==> config.mk <==
export PLATFORM = sky130hd
export DESIGN_NAME = ldst_unit_flat
export DESIGN_NICKNAME = d
export VERILOG_FILES = /design/src/rtl/cpu_pkg.sv /design/src/rtl/ldst_unit_if.sv /design/src/rtl/ldst_timer.sv /design/src/rtl/ldst_unit.sv /design/src/flat_wrapper.sv
export SDC_FILE = /design/constraint.sdc
export NUM_CORES = 1
export LEC_CHECK = 0
export CORE_UTILIZATION = 38
export CTS_CLUSTER_DIAMETER = 60
export DETAILED_ROUTE_END_ITERATION = 10
export PLACE_DENSITY = 0.75
export SYNTH_ARGS = -nofsm -noshare
export SYNTH_HDL_FRONTEND = slang
export SYNTH_HIERARCHICAL = 1
export SYNTH_SLANG_ARGS = --single-unit
==> constraint.sdc <==
create_clock -name clk -period 1.55 [get_ports clk]
set_clock_uncertainty 0.15 [all_clocks]
set_input_delay 0.31 -clock clk [delete_from_list [all_inputs] [get_ports clk]]
set_output_delay 0.31 -clock clk [all_outputs]
set_load 0.03 [all_outputs]
==> src/rtl/cpu_pkg.sv <==
// Shared CPU types and sizing constants for the load/store path.
package cpu_pkg;
   localparam int DW                  = 8;
   localparam int AW                  = 8;
   localparam int DEFAULT_MEM_TIMEOUT = 15;

   typedef enum logic [1:0] {
      IDLE = 2'd0,
      REQ  = 2'd1,
      WB   = 2'd2
   } ldst_state_t;
endpackage

==> src/rtl/ldst_unit_if.sv <==
// Data-memory req/ack bus between the load/store unit and memory.
interface ldst_unit_if #(
   parameter int AW = cpu_pkg::AW,
   parameter int DW = cpu_pkg::DW
);
   logic          req;
   logic          we;
   logic [AW-1:0] addr;
   logic [DW-1:0] wdata;
   logic          ack;
   logic [DW-1:0] rdata;

   modport master (output req, we, addr, wdata, input ack, rdata);
   modport slave  (input req, we, addr, wdata, output ack, rdata);
endinterface

==> src/rtl/ldst_timer.sv <==
// Saturating down-counter: load a cycle budget, count down while enabled.
module ldst_timer #(
   parameter int CW = 4
) (
   input  logic          clk,
   input  logic          rst_n,
   input  logic          load,
   input  logic [CW-1:0] load_val,
   input  logic          en,
   output logic          expired
);
   logic [CW-1:0] cnt;

   always_ff @(posedge clk or negedge rst_n) begin
      if (!rst_n)                cnt <= '0;
      else if (load)             cnt <= load_val;
      else if (en && cnt != '0)  cnt <= cnt - CW'(1);
   end

   assign expired = (cnt == '0);
endmodule

==> src/rtl/ldst_unit.sv <==
// Load/store sequencer: one req/ack memory transaction per start, with
// timeout abort and single-cycle register-file write-back for loads.
module ldst_unit #(
   parameter int AW      = cpu_pkg::AW,
   parameter int DW      = cpu_pkg::DW,
   parameter int TIMEOUT = cpu_pkg::DEFAULT_MEM_TIMEOUT
) (
   input  logic           clk,
   input  logic           rst_n,
   input  logic           start,
   input  logic           is_store,
   input  logic           mov_dst,
   input  logic [AW-1:0]  addr,
   input  logic [DW-1:0]  wdata,
   input  logic           err_clr,
   ldst_unit_if.master    mem,
   output logic           rf_wr_en,
   output logic           rf_mov,
   output logic [DW-1:0]  rf_dat,
   output logic           stall,
   output logic           busy,
   output logic           err
);
   import cpu_pkg::*;

   localparam int CW = $clog2(TIMEOUT + 1);

   ldst_state_t   state, nxt;
   logic [AW-1:0] addr_q;
   logic [DW-1:0] wdata_q, dat_q;
   logic          store_q, mov_q, err_q;
   logic          take, expired, timeout;

   assign take    = (state == IDLE) && start;
   assign timeout = (state == REQ) && !mem.ack && expired;

   // Loaded with TIMEOUT-1 so expiry lands on the TIMEOUT-th REQ cycle.
   ldst_timer #(.CW(CW)) u_timer (
      .clk      (clk),
      .rst_n    (rst_n),
      .load     (take),
      .load_val (CW'(TIMEOUT - 1)),
      .en       (state == REQ),
      .expired  (expired)
   );

   always_ff @(posedge clk or negedge rst_n) begin
      if (!rst_n) state <= IDLE;
      else        state <= nxt;
   end

   always_ff @(posedge clk or negedge rst_n) begin
      if (!rst_n) begin
         addr_q  <= '0;
         wdata_q <= '0;
         store_q <= 1'b0;
         mov_q   <= 1'b0;
         dat_q   <= '0;
         err_q   <= 1'b0;
      end else begin
         if (take) begin
            addr_q  <= addr;
            wdata_q <= wdata;
            store_q <= is_store;
            mov_q   <= mov_dst;
         end
         if (state == REQ && mem.ack && !store_q) dat_q <= mem.rdata;
         // Timeout set beats a coincident clear.
         if (timeout)      err_q <= 1'b1;
         else if (err_clr) err_q <= 1'b0;
      end
   end

   always_comb begin
      nxt = state;
      case (state)
         IDLE: if (start) nxt = REQ;
         REQ: begin
            if (mem.ack)      nxt = store_q ? IDLE : WB;
            else if (expired) nxt = IDLE;
         end
         WB:      nxt = IDLE;
         default: nxt = IDLE;
      endcase
   end

   always_comb begin
      mem.req   = (state == REQ);
      mem.we    = (state == REQ) && store_q;
      mem.addr  = addr_q;
      mem.wdata = wdata_q;
      rf_wr_en  = (state == WB);
      rf_mov    = (state == WB) && mov_q;
      stall     = take || (state == REQ);
      busy      = (state != IDLE);
   end

   assign rf_dat = dat_q;
   assign err    = err_q;

   a_start_idle: assert property (@(posedge clk) disable iff (!rst_n)
                                  !(start && state != IDLE));
endmodule

==> src/flat_wrapper.sv <==
// flat-port wrapper written by rule: the top's interface ports become plain ports
module ldst_unit_flat import cpu_pkg::*;
#(
   parameter int AW      = cpu_pkg::AW,
   parameter int DW      = cpu_pkg::DW,
   parameter int TIMEOUT = cpu_pkg::DEFAULT_MEM_TIMEOUT
)
  (clk, rst_n, start, is_store, mov_dst, addr, wdata, err_clr, rf_wr_en, rf_mov, rf_dat, stall, busy, err, mem_req, mem_we, mem_addr, mem_wdata, mem_ack, mem_rdata);
  ldst_unit_if #(.AW(AW), .DW(DW)) mem_i ();
  input  logic clk;
  input  logic rst_n;
  input  logic start;
  input  logic is_store;
  input  logic mov_dst;
  input  logic [AW-1:0] addr;
  input  logic [DW-1:0] wdata;
  input  logic err_clr;
  output logic rf_wr_en;
  output logic rf_mov;
  output logic [DW-1:0] rf_dat;
  output logic stall;
  output logic busy;
  output logic err;
  output wire logic [$bits(mem_i.req)-1:0] mem_req;
  output wire logic [$bits(mem_i.we)-1:0] mem_we;
  output wire logic [$bits(mem_i.addr)-1:0] mem_addr;
  output wire logic [$bits(mem_i.wdata)-1:0] mem_wdata;
  input wire logic [$bits(mem_i.ack)-1:0] mem_ack;
  input wire logic [$bits(mem_i.rdata)-1:0] mem_rdata;
  assign mem_req = mem_i.req;
  assign mem_we = mem_i.we;
  assign mem_addr = mem_i.addr;
  assign mem_wdata = mem_i.wdata;
  assign mem_i.ack = mem_ack;
  assign mem_i.rdata = mem_rdata;
  ldst_unit #(.AW(AW), .DW(DW), .TIMEOUT(TIMEOUT)) u_core (.clk(clk), .rst_n(rst_n), .start(start), .is_store(is_store), .mov_dst(mov_dst), .addr(addr), .wdata(wdata), .err_clr(err_clr), .mem(mem_i), .rf_wr_en(rf_wr_en), .rf_mov(rf_mov), .rf_dat(rf_dat), .stall(stall), .busy(busy), .err(err));
endmodule
==> results.md <==
* overall die height: 65.0 um
* buffer cell driving the clock tree root: clkbuf_8
* Cell Area, Synth: 1510 um^2
* CTS H-Tree Depth: 2
* commonest cells after routing, fill and taps aside: dfrtp_1, clkdlybuf4s50_1, mux2_4
* failing checks: setup timing
* count of unresolved DRC violations after routing: 0
* GR Overflow Total: 0
* pin count of the biggest net entering global routing: 34
* relative contribution of the clock network to total power: 0.112
* mean instance size in the synthesized netlist: 14.8 um^2
* Finished Layout Cells: 239
* clock tree from TritonCTS: yes
* fraction of layout instances using a drive strength above 1: 0.408
* Final Max Slew Viols: 0
* unrepaired setup endpoints after global routing: yes
* DIE WIDTH: 65.0 um
* Worst IR Drop VDD: 0.00112 V
* commonest non-fill, non-tap cell in the layout: dfrtp_1
* ranking of synthesized cells by area: dfrtp_1, mux2_4, mux2_2
* Reg-to-Reg Start: u_core/state[1]
* count of unique library cells instantiated by Yosys: 30
* Seq pwr share: 0.287
* Worst setup EP type: output port
* count of endpoints failing hold in the final timing report: 0
* worst hold path class: in2async
* placement row count: 22
* Overall Global Routing Usage: 0.180
* Net Switching: 2.15 mW
* minimum setup slack in the final design: -0.233 ns
* layout net count: 222
* Avg Vias per Cell: 4.72
* Primary FF master, synth: dfrtp_1
* area share of the largest cell type after synthesis: 0.548
* Syn. warnings: 6
* cell internal pwr: 3.30 mW
* number of top-level pins: 62
* via count of the routed design: 1127
* setup tns final: -6.06 ns
* count of flip-flops with a built-in enable after synthesis: 0
* post-route clock period utilization: 1.15
* Port Buffer Count: 61
* share of synthesized registers carrying an async set or reset: 1.00
* total inserted antenna cells: 0
* total power: 5.46 mW
* clock latency on the worst-skew pair: 0.28 ns
* Detailed Place HPWL: 2160 um
* Reg2Reg Capture Point: u_core/rf_dat[7]
* CP startpoint kind: flip-flop
* clock buffer depth: 2
* final instance area: 2550 um^2
* Initial DRT Pass Iterations: 4
* routed wire length per instance: 14.0 um
* violation count after the first detailed-routing iteration: 12
* total clock sinks: 33
* status: complete, but fails checks
* initial antenna violation count: 0
* share of power burned in combinational logic: 0.601
* Setup violations, final: 36
* startpoint-to-endpoint class of the critical path: reg2out
* worst setup path start: u_core/state[1]
* static leakage: 1.20 nW
* remaining number of nets flagged by the antenna check after routing: 0
* maximum frequency from static timing analysis: 561 MHz
* TritonCTS Buffers: 5
* Reg2Reg Depth: 5
* worst setup path end: mem_we
* critical path data arrival time: 1.32 ns
* Clock Pin Slew Worst Setup and Hold Paths: 0.07 ns
* placed standard-cell area: 2240 um^2
* total instance count after detailed placement: 219
* area of the placeable core: 3740 um^2
* critical path fanouts, max: 5
* largest area contributor in the synthesized netlist: dfrtp_1
* required time reported for the critical path endpoint: 1.09 ns
* reg-to-reg setup timing slack: -0.22 ns
* Sw Ratio: 0.394
* Min Hold Slack: 0.236 ns
* area delta synth->final: 69.0%
* via count of the first global-routing pass: 1170
* Die Footprint: 4220 um^2
* routed wire length: 3350 um
* Power per Cell Area: 2140 nW/um^2
* routability cong.: 0.763
* post-synthesis sequential element count: 33
* number of instances in the synthesized netlist: 102
* post-synthesis sequential area ratio: 0.548
* first-pass GRT wire length: 5570 um
* initial core utilization: 0.402
* maximum capacitance violations: 0
* final critical delay including setup and external delays: 1.78 ns
-- how the worst min path moves through the flow --
stage                             from                     to  slack (ns)  cells past startpoint
after floorplan                  rst_n             u_core/err       -0.14                      0
after global placement      u_core/err             u_core/err        0.32                      1
after detailed placement  u_core/mov_q           u_core/mov_q        0.34                      1
after CTS                        rst_n  u_core/u_timer/cnt[1]        0.24                      2
after global routing             rst_n    u_core/mem.wdata[0]        0.25                      2
final                            rst_n    u_core/mem.wdata[0]        0.24                      2
-- metrics by stage --
stage,util,setup WS (ns)
CTS,0.661,-0.221
global route,0.680,-0.268
global placement,0.600,-0.374
finish,0.680,-0.233
detailed placement,0.600,-0.407
floorplan,-,-0.108
-- state kept, by name, summed over array words and instances, names as in the netlist --
name                cells
u_core/mov_q            1
u_core/rf_dat           8
u_core/state            2
u_core/mem.addr         8
u_core/store_q          1
u_core/u_timer/cnt      4
u_core/err              1
u_core/mem.wdata        8
-- timing repair --
| item | 4_1_cts | 5_1_grt |
|---|---|---|
| gates resized for setup | 54 | 22 |
| setup endpoints to repair | 61 | 43 |
| pin swaps | 6 | 4 |
| hold buffers | 0 | 0 |
| buffers inserted | 6 | 3 |
| cloned | 3 | 0 |
| endpoints found under the hold margin | 0 | 0 |
-- power by group through the flow --
stage               combinational (mW)  sequential (mW)  clock, mW
finish                            3.28             1.56      0.612
CTS                               3.14             1.55      0.636
detailed placement                2.97             1.56          0
global placement                  2.93             1.53          0
floorplan                         1.19             2.20          0
global route                      3.47             1.62      0.690
-- cell families after synthesis --
family	count (synthesis)	synth area share
flip-flops	33	0.548
adder cells (fa/ha/maj)	1	0.00830
AO/OA/AOI/OAI	9	0.0457
AND/OR/NAND/NOR	22	0.108
other	2	0.00499
multiplexers	26	0.237
buffers and inverters	9	0.0482
-- layout make-up --
cell class,instances,area (um^2)
Timing Repair Buffer,83,856
Clock buffer,6,72.6
Fill cell,281,1200
Inverter,5,18.8
Multi-Input combinational cell,62,703
Sequential cell,33,826
Tap cell,48,60.1
Clock inverter,2,10.0
-- synthesized netlist by cell type (2+ instances only) --
cell type	instances
a21oi_1	2
nor2_1	2
o21ai_0	2
nor3_1	2
buf_6	3
and2_1	2
conb_1	2
mux2_2	9
and2b_1	2
mux2_4	17
nand2_1	3
dfrtp_1	33
nor3b_2	2
inv_1	5
-- worst max-delay path, stage by stage, from the launching register on --
cell and delay (ns):
dfrtp_1 0.40, buf_6 0.14, and2b_2 0.24, and2_4 0.14
buf_6 0.12
-- layer usage --
layer  part of all wire  up-vias  global-route usage
met4             0.0036        0              0.0500
met2               0.48       42               0.292
met1               0.44      554               0.217
li1                   -      528                   -
met3              0.073        3              0.0775
met5                  0        -                   0
(Power assumes the default switching activity.)
